**src/rtl/sort_result_streamer_if.sv**
```systemverilog
// ---------------------------------------------------------------------------
// sort_result_streamer_if
// Valid/ready element stream carrying one sorted element per transfer.
//   out_valid  : element on out_data is valid           (master -> slave)
//   out_ready  : downstream can accept                   (slave  -> master)
//   out_data   : current element                         (master -> slave)
//   out_index  : position of out_data within the frame   (master -> slave)
//   out_last   : high with the final element of a frame  (master -> slave)
// ---------------------------------------------------------------------------
interface sort_result_streamer_if #(
    parameter int DATA_WIDTH = 8,
    parameter int ADDR_WIDTH = 4
);
    logic                  out_valid;
    logic                  out_ready;
    logic [DATA_WIDTH-1:0] out_data;
    logic [ADDR_WIDTH-1:0] out_index;
    logic                  out_last;

    modport master (
        output out_valid,
        output out_data,
        output out_index,
        output out_last,
        input  out_ready
    );

    modport slave (
        input  out_valid,
        input  out_data,
        input  out_index,
        input  out_last,
        output out_ready
    );
endinterface

```
**src/rtl/sort_result_streamer.sv**
```systemverilog
// ---------------------------------------------------------------------------
// sort_result_streamer
// Snapshots a sorted frame from the sorter into a shadow bank on the rising
// edge of `done`, then streams it out one element per valid/ready transfer,
// index 0 first. Ascending order is checked on the fly, and frames that
// arrive while a previous one is still in flight are flagged and dropped.
//
// Ports:
//   clk          : rising-edge clock
//   reset        : asynchronous active-low reset
//   done         : sorter completion level (only rising edges start a frame)
//   sorted_array : sorted frame, valid from the cycle after done rises
//   stream       : valid/ready output stream (master modport)
//   busy         : high while arming or streaming
//   order_error  : sticky until next arm, frame held a descending pair
//   overrun      : sticky until reset, done rose while busy
//   frame_count  : completed frames, wraps at 16 bits
// ---------------------------------------------------------------------------
module sort_result_streamer #(
    parameter int DATA_WIDTH = 8,
    parameter int ADDR_WIDTH = 4
) (
    input  logic                  clk,
    input  logic                  reset,
    input  logic                  done,
    input  logic [DATA_WIDTH-1:0] sorted_array [0:(1<<ADDR_WIDTH)-1],
    sort_result_streamer_if.master stream,
    output logic                  busy,
    output logic                  order_error,
    output logic                  overrun,
    output logic [15:0]           frame_count
);
    localparam int N = 1 << ADDR_WIDTH;
    localparam logic [ADDR_WIDTH-1:0] IDX_ZERO = '0;
    localparam logic [ADDR_WIDTH-1:0] IDX_ONE  = ADDR_WIDTH'(1);
    localparam logic [ADDR_WIDTH-1:0] IDX_LAST = '1;

    typedef enum logic [1:0] {
        IDLE   = 2'd0,
        ARM    = 2'd1,
        STREAM = 2'd2
    } state_t;

    state_t                state_r;
    state_t                state_next_s;
    logic                  done_q_r;
    logic                  done_rise_s;
    logic                  transfer_s;
    logic                  last_xfer_s;
    logic                  capture_s;
    logic                  busy_next_s;
    logic [ADDR_WIDTH-1:0] index_next_s;

    logic [DATA_WIDTH-1:0] shadow_r [0:N-1];
    logic [ADDR_WIDTH-1:0] index_r;
    logic [DATA_WIDTH-1:0] prev_elem_r;
    logic                  out_valid_r;
    logic [DATA_WIDTH-1:0] out_data_r;
    logic [ADDR_WIDTH-1:0] out_index_r;
    logic                  out_last_r;
    logic                  busy_r;
    logic                  order_error_r;
    logic                  overrun_r;
    logic [15:0]           frame_count_r;

    assign done_rise_s  = done & ~done_q_r;
    // out_valid_r is only ever high in STREAM, so a transfer implies STREAM.
    assign transfer_s   = out_valid_r & stream.out_ready;
    assign last_xfer_s  = transfer_s & (index_r == IDX_LAST);
    assign index_next_s = index_r + IDX_ONE;

    assign stream.out_valid = out_valid_r;
    assign stream.out_data  = out_data_r;
    assign stream.out_index = out_index_r;
    assign stream.out_last  = out_last_r;
    assign busy             = busy_r;
    assign order_error      = order_error_r;
    assign overrun          = overrun_r;
    assign frame_count      = frame_count_r;

    // FSM state register
    always_ff @(posedge clk or negedge reset) begin
        if (!reset) begin
            state_r <= IDLE;
        end else begin
            state_r <= state_next_s;
        end
    end

    // FSM next-state decode
    always_comb begin
        state_next_s = state_r;
        case (state_r)
            IDLE: begin
                if (done_rise_s) begin
                    state_next_s = ARM;
                end else begin
                    state_next_s = IDLE;
                end
            end
            ARM: begin
                state_next_s = STREAM;
            end
            STREAM: begin
                if (last_xfer_s) begin
                    state_next_s = IDLE;
                end else begin
                    state_next_s = STREAM;
                end
            end
            default: begin
                state_next_s = IDLE;
            end
        endcase
    end

    // FSM output decode: capture strobe and next busy level
    always_comb begin
        capture_s   = 1'b0;
        busy_next_s = 1'b0;
        case (state_r)
            IDLE: begin
                capture_s = 1'b0;
            end
            ARM: begin
                // The sorter output is registered, so the frame is only
                // stable one cycle after the done edge: sample it here.
                capture_s = 1'b1;
            end
            STREAM: begin
                capture_s = 1'b0;
            end
            default: begin
                capture_s = 1'b0;
            end
        endcase
        if (state_next_s != IDLE) begin
            busy_next_s = 1'b1;
        end else begin
            busy_next_s = 1'b0;
        end
    end

    // Done edge detector and busy flag
    always_ff @(posedge clk or negedge reset) begin
        if (!reset) begin
            done_q_r <= 1'b0;
            busy_r   <= 1'b0;
        end else begin
            done_q_r <= done;
            busy_r   <= busy_next_s;
        end
    end

    // Shadow bank: frozen at arm so later sorter changes cannot leak in
    always_ff @(posedge clk or negedge reset) begin
        if (!reset) begin
            for (int i = 0; i < N; i++) begin
                shadow_r[i] <= '0;
            end
        end else if (capture_s) begin
            for (int i = 0; i < N; i++) begin
                shadow_r[i] <= sorted_array[i];
            end
        end
    end

    // Stream output registers, index walk and frame counter
    always_ff @(posedge clk or negedge reset) begin
        if (!reset) begin
            index_r       <= IDX_ZERO;
            out_valid_r   <= 1'b0;
            out_data_r    <= '0;
            out_index_r   <= IDX_ZERO;
            out_last_r    <= 1'b0;
            frame_count_r <= 16'd0;
        end else if (capture_s) begin
            // First element comes straight from the input so it is
            // presented the cycle after arm, not one later.
            index_r     <= IDX_ZERO;
            out_valid_r <= 1'b1;
            out_data_r  <= sorted_array[0];
            out_index_r <= IDX_ZERO;
            out_last_r  <= 1'b0;
        end else if (last_xfer_s) begin
            index_r       <= IDX_ZERO;
            out_valid_r   <= 1'b0;
            out_data_r    <= '0;
            out_index_r   <= IDX_ZERO;
            out_last_r    <= 1'b0;
            frame_count_r <= frame_count_r + 16'd1;
        end else if (transfer_s) begin
            index_r     <= index_next_s;
            out_data_r  <= shadow_r[index_next_s];
            out_index_r <= index_next_s;
            out_last_r  <= (index_next_s == IDX_LAST);
        end
    end

    // Running ascending-order check over transferred elements
    always_ff @(posedge clk or negedge reset) begin
        if (!reset) begin
            prev_elem_r   <= '0;
            order_error_r <= 1'b0;
        end else if (capture_s) begin
            order_error_r <= 1'b0;
        end else if (transfer_s) begin
            prev_elem_r <= shadow_r[index_r];
            if ((index_r != IDX_ZERO) && (shadow_r[index_r] < prev_elem_r)) begin
                order_error_r <= 1'b1;
            end
        end
    end

    // Overrun: a new frame edge while one is in flight is dropped and flagged
    always_ff @(posedge clk or negedge reset) begin
        if (!reset) begin
            overrun_r <= 1'b0;
        end else if (done_rise_s && (state_r != IDLE)) begin
            overrun_r <= 1'b1;
        end
    end
endmodule

```
**src/flat_wrapper.sv**
```systemverilog
// flat-port wrapper written by rule: the top's interface ports become plain ports
module sort_result_streamer_flat 
#(
    parameter int DATA_WIDTH = 8,
    parameter int ADDR_WIDTH = 4
)
  (clk, reset, done, sorted_array, busy, order_error, overrun, frame_count, stream_out_valid, stream_out_data, stream_out_index, stream_out_last, stream_out_ready);
  sort_result_streamer_if #(.DATA_WIDTH(DATA_WIDTH), .ADDR_WIDTH(ADDR_WIDTH)) stream_i ();
  input  logic clk;
  input  logic reset;
  input  logic done;
  input  logic [DATA_WIDTH-1:0] sorted_array[0:(1<<ADDR_WIDTH)-1];
  output logic busy;
  output logic order_error;
  output logic overrun;
  output logic [15:0] frame_count;
  output wire logic [$bits(stream_i.out_valid)-1:0] stream_out_valid;
  output wire logic [$bits(stream_i.out_data)-1:0] stream_out_data;
  output wire logic [$bits(stream_i.out_index)-1:0] stream_out_index;
  output wire logic [$bits(stream_i.out_last)-1:0] stream_out_last;
  input wire logic [$bits(stream_i.out_ready)-1:0] stream_out_ready;
  assign stream_out_valid = stream_i.out_valid;
  assign stream_out_data = stream_i.out_data;
  assign stream_out_index = stream_i.out_index;
  assign stream_out_last = stream_i.out_last;
  assign stream_i.out_ready = stream_out_ready;
  sort_result_streamer #(.DATA_WIDTH(DATA_WIDTH), .ADDR_WIDTH(ADDR_WIDTH)) u_core (.clk(clk), .reset(reset), .done(done), .sorted_array(sorted_array), .stream(stream_i), .busy(busy), .order_error(order_error), .overrun(overrun), .frame_count(frame_count));
endmodule
```
**config.mk**
```make
export PLATFORM = sky130hd
export DESIGN_NAME = sort_result_streamer_flat
export DESIGN_NICKNAME = d
export VERILOG_FILES = /design/src/rtl/sort_result_streamer_if.sv /design/src/rtl/sort_result_streamer.sv /design/src/flat_wrapper.sv
export SDC_FILE = /design/constraint.sdc
export NUM_CORES = 1
export LEC_CHECK = 0
export ABC_CLOCK_PERIOD_IN_PS = 7080
export CAP_MARGIN = 10
export CORE_MARGIN = 2
export CORE_UTILIZATION = 45
export CTS_CLUSTER_DIAMETER = 100
export DETAILED_ROUTE_END_ITERATION = 8
export HOLD_SLACK_MARGIN = 0.15
export PLACE_DENSITY = 0.74
export SLEW_MARGIN = 5
export SYNTH_ARGS = -nofsm -noshare
export SYNTH_HDL_FRONTEND = slang
export SYNTH_SLANG_ARGS = --single-unit
```
**constraint.sdc**
```tcl
create_clock -name clk -period 7.08 [get_ports clk]
set_clock_uncertainty 0.1 [all_clocks]
set_input_delay 2.124 -clock clk [delete_from_list [all_inputs] [get_ports clk]]
set_output_delay 2.124 -clock clk [all_outputs]
set_load 0.02 [all_outputs]
```
==> flow_summary.toml, run 1 <==
[worst_setup_path]
critPathMaxStageDelay_ps = 930
path_max_fanout = 17
crit_end = "stream_out_index[2]"
crit_type = "flip-flop to output pin"
r2r_setup_slack_ps = 3390
reg2regPathDepth = 7
cp_slowest_cell = "dfrtp_1"
cp.buffers_inverters = 1
critPathCaptureType = "output pin"
arrival_ps = 2110
path_cells = "clkdlybuf4s50_1"
worst_r2r_endpoint = "u_core.stream.out_data[5]$_DFFE_PN0P_"
startpoint = "u_core.index_r[2]$_DFFE_PN0P_"
cp_data_required_time_ps = 4860
cp-start-kind = "flip-flop"
worst-path-stages = 1
cp_top_family = "flip-flops"
reg2reg_from = "u_core.index_r[0]$_DFFE_PN0P_"

[logic_synthesis]
avgSynthCellArea_um2 = 10.3
synth_top_cell_area_share = 0.490
synth_edf_count = 0
synth_area_leader_cell = "dfrtp_1"
ys_warn_count = 0
synth-seq-cells = 172
ys_seq_area_frac = 0.490
async_flop_share = 1.00
synth.top_cells.by_area = "dfrtp_1 49%, nand2_1 17%, mux4_2 16%, mux2i_1 4.2%, ha_1 1.6%"
syn_nets = 993
synth_cell_type_count = 40
synthFlopType = "dfrtp_1"
netlist_instances = 850
netlist_area_um2 = 8780

[clocking]
post_cts.repair.setup_buffers = 0
cts-root-buf = "clkbuf_16"
clkLatencyLatePin_ps = 430
cts_hold_buf = 0
clkTransAtPathRegs_ps = 60
cts_tree = "yes"
clockBufferDepth = 2
post_cts_resized = 0
cts_sinks = 172
htreeDepth = 4
cts_buffers = 17

[sta]
max_freq_mhz = 231
holdWs_ps = 369
rsz0062_at_grt = "no"
max_slew.worst_pin.slew_ps = 966
relSlewSlack = 0.356
setup_viol = 0
min_period_over_period = 0.612
final_hold_viol_count = 0
fin_crit_ps = 4330
finalSetupTns_ps = 0
finalMaxSlewViolations = 0

[route]
ant_nets = 0
wirelength_um = 22800
num_vias = 6788
drc = 0
viasPerCell = 5.37
drt_iter0_drc = 607
firstDrtPassIters = 5
wire_per_inst_um = 18.0

[run_status]
run_status = "complete, no violations"

[placement]
place.gp.congestion = 0.857
dp_cells = 1235
placed_cell_area_um2 = 10600
dp_hpwl_um = 16400
port_buffers = 164

[pwr]
powerDensity_nw_per_um2 = 457
ir_drop_mv = 0.211
power.leakage_nw = 5.13

[cells_and_area]
seq_area_um2 = 4310
area_growth_pct = 27.1
multi_input_area_um2 = 4230
stdcell_area_um2 = 11200
diodes = 0
nFillCells = 1647
drive_gt1_frac = 0.120
fin_cells = 1264
nets = 1132

[flow_run]
drv_cap = 0

[global_route]
grt_remaining_overflow = 0
grt_pass1_vias = 6781
grt_pass1_wl_um = 36400
grt_antenna_before_repair = 0
grt_util_all_layers = 0.232
grt_max_degree = 98

[floorplanning]
ios = 165
dieWidth_um = 144
start_util = 0.454
core_area_um2 = 19300
rows = 51
die_area_um2 = 20700
die_y_um = 144

[worst_hold_path]
hold_class = "flip-flop to flip-flop"
min-delay-start = "u_core.frame_count[15]$_DFFE_PN0P_"
==> logic make-up (layout without fill, tap and decap cells) <==
group           count (synthesis)  in the layout  share of synthesized area
xor+xnor                       18             18                     0.0188
compound gates                 27             27                     0.0234
flops                         172            172                      0.490
mux                           111            111                      0.221
buf+inv                        65            214                     0.0306
fa+ha+maj                      11             11                     0.0157
simple gates                  446            446                      0.201
==> power breakdown <==
part | switching (mW) | total [mW] | internal (mW)
Clock | 0.367 | 0.869 | 0.502
Sequential | 0.411 | 1.83 | 1.42
Combinational | 1.16 | 2.40 | 1.24
Total | 1.94 | 5.10 | 3.16
==> layer usage <==
metal | vias to the layer above | wire [um] | global-route usage
met5 | - | 0 | 0
met4 | 0 | 703 | 0.0908
met3 | 44 | 1510 | 0.0423
met2 | 255 | 11000 | 0.365
met1 | 3354 | 9580 | 0.322
li1 | 3135 | - | -
==> sequential cells by signal, indices dropped and copies added (netlist names) <==
signal	count
u_core.shadow_r	128
u_core.frame_count	16
u_core.prev_elem_r	8
u_core.stream.out_data	8
u_core.index_r	4
u_core.state_r	2
u_core.busy	1
u_core.done_q_r	1
u_core.order_error	1
u_core.overrun	1
u_core.stream.out_last	1
u_core.stream.out_valid	1
==> cell usage in the layout, fill, tap and decap left out, types with 8 or more instances in the layout <==
| cell type | n |
|---|---|
| ha_1 | 10 |
| clkdlybuf4s50_1 | 163 |
| nor2_1 | 8 |
| mux2_2 | 9 |
| xnor2_1 | 12 |
| buf_4 | 10 |
| o221ai_1 | 8 |
| dfrtp_1 | 171 |
| inv_1 | 11 |
| mux4_2 | 64 |
| mux2i_1 | 37 |
| clkbuf_16 | 17 |
| nand2_1 | 403 |
==> cell usage after synthesis, types with 2 or more instances <==
| master | n |
|---|---|
| nand2_1 | 403 |
| dfrtp_1 | 172 |
| mux4_2 | 64 |
| mux2i_1 | 37 |
| clkbuf_1 | 35 |
| xnor2_1 | 12 |
| buf_2 | 11 |
| ha_1 | 11 |
| inv_1 | 11 |
| mux2_2 | 9 |
| nor2_1 | 8 |
| o221ai_1 | 8 |
| a22oi_1 | 7 |
| nand3_1 | 7 |
| nand4_1 | 7 |
| and3_1 | 6 |
| buf_1 | 6 |
| xor2_1 | 5 |
| nand2b_1 | 4 |
| a21oi_1 | 3 |
| and4_1 | 2 |
| nor3_1 | 2 |
| nor4_1 | 2 |
| o21ai_0 | 2 |
==> worst min-delay path by stage <==
stage | end | slack, ps | cells after the start
6_report | u_core.frame_count[15]$_DFFE_PN0P_ | 370 | 1
2_1_floorplan | u_core.prev_elem_r[0]$_DFFE_PN0P_ | 350 | 2
3_5_place_dp | u_core.frame_count[15]$_DFFE_PN0P_ | 360 | 1
3_3_place_gp | u_core.overrun$_DFFE_PN0P_ | 360 | 1
5_1_grt | u_core.frame_count[15]$_DFFE_PN0P_ | 390 | 1
4_1_cts | u_core.frame_count[15]$_DFFE_PN0P_ | 370 | 1
==> metrics by stage <==
step / util / total power, mW / setup slack, ps
floorplan: - / 3.47 / 3780
global placement: 0.550 / 4.14 / 3130
detailed placement: 0.550 / 4.22 / 3110
CTS: 0.578 / 5.11 / 2710
global route: 0.578 / 5.43 / 2630
finish: 0.578 / 5.10 / 2750
==> area by class of cell <==
cell class,count,share of cell area
Multi-Input combinational cell,613,0.379
Tap cell,265,0.0297
Timing Repair Buffer,174,0.154
Inverter,11,0.00370
Sequential cell,172,0.386
Clock buffer,21,0.0421
Clock inverter,8,0.00627
(Power assumes the default switching activity.)
==> inputs of run 2 (changes only) <==
Settings changed: ABC_CLOCK_PERIOD_IN_PS 7080 to 4400.
Clock period 7.08 ns to 4.4 ns, I/O delays scaled along.
==> run 2 against run 1 <==
Effect of this change:
- sequential cell count unchanged
- non-clock buffer count up 1
- sequential power up 70%
- total power up 66%
- critical path depth unchanged
- sequential share of layout area down 0.43 points
- first-iteration DRC count down 3.0%
- die area unchanged
- critical path type unchanged
- largest power group unchanged
==> flow_summary.toml, run 2 (synthesis gave the netlist of run 1 again) <==
[run_status]
run_status = "complete, no violations"

[worst_hold_path]
min_to = "u_core.frame_count[15]$_DFFE_PN0P_"
min_path_cells = 1
hold_class = "flip-flop to flip-flop"
min-delay-start = "u_core.frame_count[15]$_DFFE_PN0P_"

[global_route]
grt_remaining_overflow = 0
grt_util_all_layers = 0.240
grt_antenna_before_repair = 0
grt_pass1_wl_um = 37100
grt_max_degree = 87
grt_pass1_vias = 6697

[placement]
port_buffers = 164
dp_hpwl_um = 17000
placed_cell_area_um2 = 10700
place.gp.congestion = 0.900

[route]
ant_nets = 0
wire_per_inst_um = 18.7
drc = 0
firstDrtPassIters = 5
num_vias = 6879
viasPerCell = 5.43
wirelength_um = 23700
drt_iter0_drc = 589

[cells_and_area]
largest_reg_flops = 128
final_common_cell = "nand2_1"
regMostFlops = "u_core.shadow_r"
nFillCells = 1622
nets = 1133
area_growth_pct = 28.6
drive_gt1_frac = 0.123
diodes = 0
final_cell_mix = "403 x nand2_1, 171 x dfrtp_1, 163 x clkdlybuf4s50_1, 64 x mux4_2, 37 x mux2i_1"
stdcell_area_um2 = 11300

[sta]
max_slew.worst_pin.slew_ps = 953
final_hold_viol_count = 0
min_period_over_period = 0.813
fin_crit_ps = 3580
finalSetupTns_ps = 0
setup_viol = 0
max_freq_mhz = 279
finalMaxSlewViolations = 0
relSlewSlack = 0.364
rsz0062_at_grt = "no"

[pwr]
powerDensity_nw_per_um2 = 749
power.leakage_nw = 5.18
ir_drop_mv = 0.355

[floorplanning]
die_y_um = 144
core_area_um2 = 19300
rows = 51
ios = 165
dieWidth_um = 144
start_util = 0.454
die_area_um2 = 20700

[worst_setup_path]
r2r_setup_slack_ps = 960
cp_slowest_cell = "dfrtp_1"
crit_type = "flip-flop to output pin"
reg2reg_from = "u_core.index_r[0]$_DFFE_PN0P_"
arrival_ps = 2160
cp-start-kind = "flip-flop"
cp_data_required_time_ps = 2980
worst_r2r_endpoint = "u_core.stream.out_data[6]$_DFFE_PN0P_"
critPathMaxStageDelay_ps = 970
path_max_fanout = 17
cp.buffers_inverters = 1
path_cells = "clkdlybuf4s50_1"
reg2regPathDepth = 6
critPathCaptureType = "output pin"
cp_top_family = "flip-flops"

[clocking]
cts_buffers = 17
post_cts.repair.setup_buffers = 0
post_cts_resized = 0
clkLatencyLatePin_ps = 430
htreeDepth = 4
clkTransAtPathRegs_ps = 60
clockBufferDepth = 2
cts_tree = "yes"
cts_hold_buf = 0
cts_sinks = 172
cts-root-buf = "clkbuf_16"

[flow_run]
drv_cap = 0
run 2: cell count changes in the layout (fill, tap and decap cells not counted), sizes merged:
| cell | before | now |
|---|---|---|
| bufinv | 1 | 4 |
| inv | 11 | 12 |
| clkinv | 5 | 3 |
| buf | 11 | 12 |
run 2: layout make-up:
class / instances / area [um^2] / share of cell area
sequential: 172 / 4310 / 0.381
multi-input combinational: 613 / 4230 / 0.374
timing repair buffer: 175 / 1750 / 0.155
clock buffer: 21 / 470 / 0.0417
tap: 265 / 332 / 0.0294
clock inverter: 10 / 163 / 0.0144
inverter: 11 / 41.3 / 0.00366
run 2: per-stage QoR:
step / hold WS, ps / utilization / total power [mW] / std cells / worst slack, ps
floorplan: 345 / - / 5.58 / 850 / 1360
global placement: 359 / 0.551 / 6.66 / 1236 / 1040
detailed placement: 365 / 0.551 / 6.81 / 1236 / 911
CTS: 375 / 0.584 / 8.47 / 1267 / 776
global route: 380 / 0.584 / 8.97 / 1267 / 675
finish: 372 / 0.584 / 8.46 / 1267 / 821
run 2: routing by layer:
layer | part of all wire | GRT usage | vias up
met5 | 0 | 0 | -
met4 | 0.027 | 0.0872 | 0
met3 | 0.084 | 0.0603 | 54
met2 | 0.49 | 0.375 | 322
met1 | 0.40 | 0.326 | 3356
li1 | - | - | 3147
run 2: power breakdown:
part,switching [mW],internal [mW],total [mW]
registers,0.823,2.29,3.11
clock network,0.622,0.993,1.61
logic,1.73,2.01,3.74
total,3.17,5.29,8.46
run 2: how the worst max path moves through the flow:
stage	startpoint	endpoint	slack, ps	cells after the start
5_1_grt	u_core.index_r[0]$_DFFE_PN0P_	u_core.stream.out_data[4]$_DFFE_PN0P_	670	6
3_5_place_dp	u_core.index_r[0]$_DFFE_PN0P_	u_core.stream.out_data[4]$_DFFE_PN0P_	910	6
2_1_floorplan	u_core.index_r[0]$_DFFE_PN0P_	u_core.order_error$_DFFE_PN0P_	1360	10
3_3_place_gp	u_core.index_r[0]$_DFFE_PN0P_	u_core.stream.out_data[6]$_DFFE_PN0P_	1040	6
4_1_cts	u_core.index_r[0]$_DFFE_PN0P_	stream_out_index[0]	780	1
6_report	u_core.index_r[2]$_DFFE_PN0P_	stream_out_index[2]	820	1
==> inputs of run 3 (changes only) <==
Settings changed: ABC_CLOCK_PERIOD_IN_PS 4400 to 3500.
Clock period 4.4 ns to 3.5 ns, I/O delays scaled along.
==> run 3 against run 2 <==
Effect of this change:
- clock power increased by 14%
- total power increased by 25%
- critical path type is now flip-flop to flip-flop
- non-clock buffer count rose by 6
==> flow_summary.toml, run 3 (synthesis gave the netlist of run 1 again) <==
[pwr]
ir_drop_mv = 0.491
seqPwrFrac = 0.354
intPower_mw = 6.56
pwr-share-clk = 0.175
fin_total_pwr_mw = 10.5
power.leakage_nw = 5.20
pwr-share-comb = 0.472
p_sw_mw = 3.98
powerDensity_nw_per_um2 = 930
switching_share = 0.377

[global_route]
grt_util_all_layers = 0.234
grt_max_degree = 81
grt_pass1_wl_um = 36600
grt_remaining_overflow = 0
grt_pass1_vias = 6798
grt_antenna_before_repair = 0

[sta]
finalSetupTns_ps = 0
min_period_over_period = 0.864
setup_viol = 0
fin_ws_ps = 474
max_slew.worst_pin.slew_ps = 745
max_freq_mhz = 331
final_hold_viol_count = 0
rsz0062_at_grt = "no"
finalMaxSlewViolations = 0
holdWs_ps = 364
fin_crit_ps = 3030
relSlewSlack = 0.503

[route]
wire_per_inst_um = 18.1
firstDrtPassIters = 5
wirelength_um = 23000
wl_met3_um = 1520
met1_length_um = 9480
drc = 0
ant_nets = 0
drt_iter0_drc = 538
num_vias = 6860
viasPerCell = 5.39
routed.top_layer = "met4"
route.met2.wl_um = 11400

[placement]
pre_cts_slack_ps = 482
place.gp.congestion = 0.911
dp_cells = 1242
placed_cell_area_um2 = 10700
dp_hpwl_um = 16800
port_buffers = 164

[floorplanning]
die_y_um = 144
rows = 51
die_area_um2 = 20700
start_util = 0.454
core_area_um2 = 19300
dieWidth_um = 144
ios = 165

[worst_setup_path]
crit_end = "u_core.order_error$_DFFE_PN0P_"
path_cells = "buf_4, mux4_2, mux2i_1, mux2i_1, ha_1, o21a_1, o21ai_0, a211o_1, a221o_1"
worst-path-stages = 9
cp_top_family = "multiplexers"
cp-start-kind = "flip-flop"
reg2regPathDepth = 9
crit_type = "flip-flop to flip-flop"
startpoint = "u_core.index_r[0]$_DFFE_PN0P_"
arrival_ps = 3240
reg2reg_from = "u_core.index_r[0]$_DFFE_PN0P_"
cp_data_required_time_ps = 3710
cp.buffers_inverters = 1
path_max_fanout = 19
crit_top_cell = "mux2i_1"
cp_slowest_cell = "dfrtp_4"
r2r_setup_slack_ps = 470
critPathMaxStageDelay_ps = 640
worst_r2r_endpoint = "u_core.order_error$_DFFE_PN0P_"
critPathCaptureType = "flip-flop"

[clocking]
cts_buffers = 17
cts_sinks = 172
cts_tree = "yes"
clkTransAtPathRegs_ps = 60
clockBufferDepth = 2
post_cts_resized = 0
cts_hold_buf = 0
htreeDepth = 4
clkLatencyLatePin_ps = 430
cts-root-buf = "clkbuf_16"
post_cts.repair.setup_buffers = 0

[cells_and_area]
nets = 1139
post-route-util = 0.586
diodes = 0
area_growth_pct = 28.9
stdcell_area_um2 = 11300
nFillCells = 1596
regMostFlops = "u_core.shadow_r"
drive_gt1_frac = 0.128
fin_cells = 1273
final_cell_mix = "403 x nand2_1, 171 x dfrtp_1, 163 x clkdlybuf4s50_1, 64 x mux4_2, 37 x mux2i_1"
final_common_cell = "nand2_1"
largest_reg_flops = 128

[flow_run]
drv_cap = 0

[worst_hold_path]
hold_class = "flip-flop to flip-flop"

[run_status]
run_status = "complete, no violations"
-- run 3: area by class of cell --
type	count	area, um^2	share of cell area
Clock buffer	23	498	0.0440
Tap cell	265	332	0.0293
Inverter	11	41.3	0.00365
Sequential cell	172	4310	0.380
Clock inverter	8	85.1	0.00751
Multi-Input combinational cell	613	4230	0.373
Timing Repair Buffer	181	1830	0.162
-- run 3: how the worst min path moves through the flow --
| stage | start | endpoint | slack (ps) | depth (start not counted) |
|---|---|---|---|---|
| after floorplan | u_core.prev_elem_r[0]$_DFFE_PN0P_ | u_core.prev_elem_r[0]$_DFFE_PN0P_ | 350 | 2 |
| after global placement | u_core.frame_count[15]$_DFFE_PN0P_ | u_core.frame_count[15]$_DFFE_PN0P_ | 360 | 1 |
| after detailed placement | u_core.frame_count[15]$_DFFE_PN0P_ | u_core.frame_count[15]$_DFFE_PN0P_ | 360 | 1 |
| after CTS | u_core.frame_count[15]$_DFFE_PN0P_ | u_core.frame_count[15]$_DFFE_PN0P_ | 370 | 1 |
| after global routing | u_core.frame_count[15]$_DFFE_PN0P_ | u_core.frame_count[15]$_DFFE_PN0P_ | 380 | 1 |
| final | u_core.frame_count[15]$_DFFE_PN0P_ | u_core.frame_count[15]$_DFFE_PN0P_ | 360 | 1 |
-- run 3: metal layers --
layer,vias to the layer above,track usage
li1,3164,-
met1,3387,0.317
met2,268,0.369
met3,41,0.0576
met4,0,0.0867
met5,-,0
-- run 3: power groups by stage --
stage	Clock [mW]	Combinational (mW)	Sequential (mW)
finish	1.84	4.97	3.73
global route	1.96	5.42	3.81
CTS	1.87	5.00	3.71
detailed placement	0	4.96	3.72
global placement	0	4.82	3.69
floorplan	0	3.58	3.43
==> variant 1: new RTL, flow settings as in run 3 <==
Register the output `order_error` once more, cleared by the reset; this adds one clock of latency there. The other outputs are not delayed to match.
--- a/src/rtl/sort_result_streamer.sv
+++ b/src/rtl/sort_result_streamer.sv
@@ -76,3 +76,9 @@
     assign busy             = busy_r;
-    assign order_error      = order_error_r;
+    always_ff @(posedge clk or negedge reset) begin
+        if (!reset) begin
+            order_error <= '0;
+        end else begin
+            order_error <= order_error_r;
+        end
+    end
     assign overrun          = overrun_r;
Formal check against the unedited RTL: not equivalent (a bounded check fails within 10 cycles, from zero or initial values and one cycle with reset low).
==> variant 1 against run 3 <==
Sequential power grew 2%; sequential cell count grew 1; non-clock buffer count is 2 higher; die area increased by 0.17%; via count up 0.61%; area after synthesis is 0.17% higher; final area rose by 0.18%; critical path depth is 8 lower; total power decreased by 0.92%; setup slack improved by 0.070 ns; first-iteration DRC count grew 23%; routed wire length increased by 1.9%.
==> variant 1: results (changes against run 3) <==
* Outcome: completed (unchanged)
* Setup slack, reg-to-reg at 0.56 ns (was 0.47 ns)
* Hold Path Cell Cnt at 0 (was 1)
* Pre-CTS setup slack at 0.5314 ns (was 0.4824 ns)
* Global placement routability congestion at 0.9414 (was 0.9114)
* Synth cell types at 41 (was 40)
* Initial DRC count at 664 (was 538)
* Slew Limit Headroom at 52.83% (was 50.35%)
* DR vias/cell at 5.422 (was 5.389)
* Signal inverters at 10 (was 11)
* LEAKAGE at 0.005192 uW (was 0.005202 uW)
* Fraction of area in multi-input gates at 37.17% (was 37.34%)
* Syn Nets at 989 (was 993)
* Signal buffers at 183 (was 181)
* Sequential share of the synthesized area at 49.20% (was 49.00%)
* Cell class contributing the biggest share of worst-path delay: buffers and inverters (was multiplexers)
* Worst hold slack at 0.3384 ns (was 0.3642 ns)
* Max rail drop VDD at 0.4537 mV (was 0.4908 mV)
* Fin nets at 1,138 (was 1,139)
* Largest net degree at the start of global routing at 82 (was 81)
* GRT Overall Usage at 23.74% (was 23.40%)
* DP HPWL at 17,380 microns (was 16,770 microns)
* FF+latch area at 0.004333 sq mm (was 0.004308 sq mm)
* Worst path slowest cell: clkdlybuf4s50_1 (was dfrtp_4)
* Placed cell areas at 0.01078 sq mm (was 0.01074 sq mm)
* Commonest cells post-synth: nand2_1, dfrtp_1, mux4_2 (unchanged)
* Vias in the first global route at 6,807 (was 6,798)
* Synth area leaders: dfrtp_1, nand2_1, mux4_2, mux2i_1, ha_1 (unchanged)
* Clock buffers at 19 (was 23)
* First-pass GRT wire length at 36,720 microns (was 36,650 microns)
* Post-synthesis mux area share at 22.04% (was 22.08%)
* Fraction of layout cells with a size suffix above 1 at 13.19% (was 12.80%)
* Buffering overhead at 16.40% (was 16.18%)
* HP Start: u_core.order_error_r (was u_core.frame_count[15])
* FF-to-FF End: u_core.order_error_r (was u_core.order_error)
* Internal at 6499 uW (was 6560 uW)
* Synth Area in XOR/XNOR at 1.877% (was 1.880%)
* Clock sink total at 173 (was 172)
* Drt total wl at 23,450 microns (was 23,020 microns)
* CP endpoint: stream_out_index[2] (was u_core.order_error)
* Adder-cell share of the synthesized area at 1.564% (was 1.567%)
* Comb_multi_in at 610 (was 613)
* Max Fclk at 338.3 MHz (was 330.5 MHz)
[variant 1: changes by cell type after synthesis, moves of 2 or more]
cell / delta
a22oi_1: -7
clkbuf_1: -4
nand2_1: -4
xnor2_1: +2
a21boi_0: +7
nand3_1: +4
buf_4: +2
and2_1: +2
xor2_1: -2
and3_1: -3
[variant 1: through the flow]
step | utilization [%] | instances
5_1_grt | 58.68 | 1273
6_report | 58.68 | 1273
2_1_floorplan | - | 846
4_1_cts | 58.68 | 1273
3_3_place_gp | 55.76 | 1241
3_5_place_dp | 55.76 | 1241
[variant 1: power by group through the flow]
stage               Combinational (uW)  Clock, uW  Sequential, uW
floorplan                         3560          0            3450
global placement                  4680          0            3760
detailed placement                4790          0            3810
CTS                               4820       1850            3790
global route                      5250       1930            3900
finish                            4800       1820            3820
[variant 1: layer usage]
layer	track usage [%]	share of wire, %	vias up
met3	4.099	5.8	61
met4	9.856	3.3	0
met1	31.77	42	3396
li1	-	-	3159
met2	38.57	49	286
met5	0	0	-
==> variant 2: new RTL, flow settings as in run 3 <==
Made on the original files. `DATA_WIDTH` is set to 8 in 3 places; all go to 12.
--- a/src/rtl/sort_result_streamer_if.sv
+++ b/src/rtl/sort_result_streamer_if.sv
@@ -10,3 +10,3 @@
 interface sort_result_streamer_if #(
-    parameter int DATA_WIDTH = 8,
+    parameter int DATA_WIDTH = 12,
     parameter int ADDR_WIDTH = 4
--- a/src/rtl/sort_result_streamer.sv
+++ b/src/rtl/sort_result_streamer.sv
@@ -19,3 +19,3 @@
 module sort_result_streamer #(
-    parameter int DATA_WIDTH = 8,
+    parameter int DATA_WIDTH = 12,
     parameter int ADDR_WIDTH = 4
--- a/src/flat_wrapper.sv
+++ b/src/flat_wrapper.sv
@@ -3,3 +3,3 @@
 #(
-    parameter int DATA_WIDTH = 8,
+    parameter int DATA_WIDTH = 12,
     parameter int ADDR_WIDTH = 4
Ports: changed (resized sorted_array and stream_out_data); port bits go from 165 to 233. The function was not compared with the original's and may differ.
==> variant 2 against run 3 <==
Sequential share of layout area decreased by 0.60 points; setup slack lost 0.40 ns; synthesized cell count grew 44%; area after synthesis up 43%; total power up 54%; routed wire length up 56%; final area is 44% higher; sequential cell count is 72 higher; critical path type is now reg -> out; critical endpoint is now stream_out_index[0]; largest cell class unchanged; largest power group unchanged.
==> variant 2: results (changes against run 3) <==
* Mean Syn Cell Area at 10.27 sq um (was 10.33 sq um)
* Drt total wl at 35,940 microns (was 23,020 microns)
* H-tree depth at 1 (was 4)
* Longest individual stage delay on the worst path at 0.69 ns (was 0.64 ns)
* Max reg flops at 192 (was 128)
* CTS Buffer Depth at 3 (was 2)
* GRT Overall Usage at 25.07% (was 23.40%)
* Outcome: completed (unchanged)
* Critical Path AT at 2.27 ns (was 3.24 ns)
* Syn Nets at 1,432 (was 993)
* Synth Area in XOR/XNOR at 1.317% (was 1.880%)
* LEAKAGE at 0.007515 uW (was 0.005202 uW)
* Placed cell areas at 0.01536 sq mm (was 0.01074 sq mm)
* GR Util met1 at 35.54% (was 31.68%)
* Cell class contributing the biggest share of worst-path delay: buffers and inverters (was multiplexers)
* Vias in the first global route at 9,918 (was 6,798)
* Adder-cell share of the synthesized area at 1.497% (was 1.567%)
* Met2 usage at 40.01% (was 36.87%)
* Vias at 10,044 (was 6,860)
* Global placement routability congestion at 0.8980 (was 0.9114)
* Inserted Diodes at 0 (unchanged)
* Routed wire length on met2 at 17,280 microns (was 11,350 microns)
* Worst path slowest cell: clkdlybuf4s50_1 (was dfrtp_4)
* Multi-input logic area at 0.006031 sq mm (was 0.004229 sq mm)
* Met3 wire len at 2528 microns (was 1521 microns)
* Largest net degree at the start of global routing at 133 (was 81)
* Reg with most FFs: u_core.shadow_r (unchanged)
* Synth area leaders: dfrtp_1, mux4_2, nand2_1, clkbuf_1, ha_1 (was dfrtp_1, nand2_1, mux4_2, mux2i_1, ha_1)
* First-pass GRT wire length at 55,900 microns (was 36,650 microns)
* Filler cells at 2,308 (was 1,596)
* Post-synthesis mux area share at 20.34% (was 22.08%)
* Slew Limit Headroom at 47.59% (was 50.35%)
* Initial DRC count at 951 (was 538)
* Clk Latency, worst-skew pair at 0.53 ns (was 0.43 ns)
* Antenna violations before repair at 1 (was 0)
* Synth cell types at 46 (was 40)
* Pre-CTS setup slack at 0.03515 ns (was 0.4824 ns)
* Cts bufs inserted at 26 (was 17)
* Root Driver: clkbuf_16 (unchanged)
* CP Max Fanout at 15 (was 19)
* Commonest cells post-synth: nand2_1, dfrtp_1, mux4_2 (unchanged)
* Routed length on met1 at 15,180 microns (was 9480 microns)
* Sequential share of the synthesized area at 48.70% (was 49.00%)
* Fraction of layout cells with a size suffix above 1 at 13.93% (was 12.80%)
* Compound-Gate Fraction of Synth Area at 4.061% (was 2.336%)
-- variant 2: power breakdown --
part	internal (uW)	total [uW]	switching (uW)
registers	4120	5430	1300
clock network	1820	2980	1160
logic	4090	7810	3720
-- variant 2: final cells by class --
cell class / instances / share of cell area (%)
clock buffer: 33 / 4.400
multi-input combinational: 882 / 36.95
sequential: 244 / 37.44
inverter: 14 / 0.3220
clock inverter: 14 / 1.273
tap: 378 / 2.898
timing repair buffer: 270 / 16.72
-- variant 2: worst paths after layout --
kind                                              from                endpoint  slack [ns]  depth (start not counted)
worst max register to register       u_core.index_r[0]      u_core.order_error        0.16                         10
worst max-delay path                 u_core.index_r[0]     stream_out_index[0]        0.08                          3
worst min-delay path            u_core.frame_count[15]  u_core.frame_count[15]        0.37                          1
worst min register to register  u_core.frame_count[15]  u_core.frame_count[15]        0.37                          1
min in group asynchronous                        reset   u_core.frame_count[4]        0.38                          1
max in group asynchronous                        reset     u_core.shadow_r[90]        2.11                          2
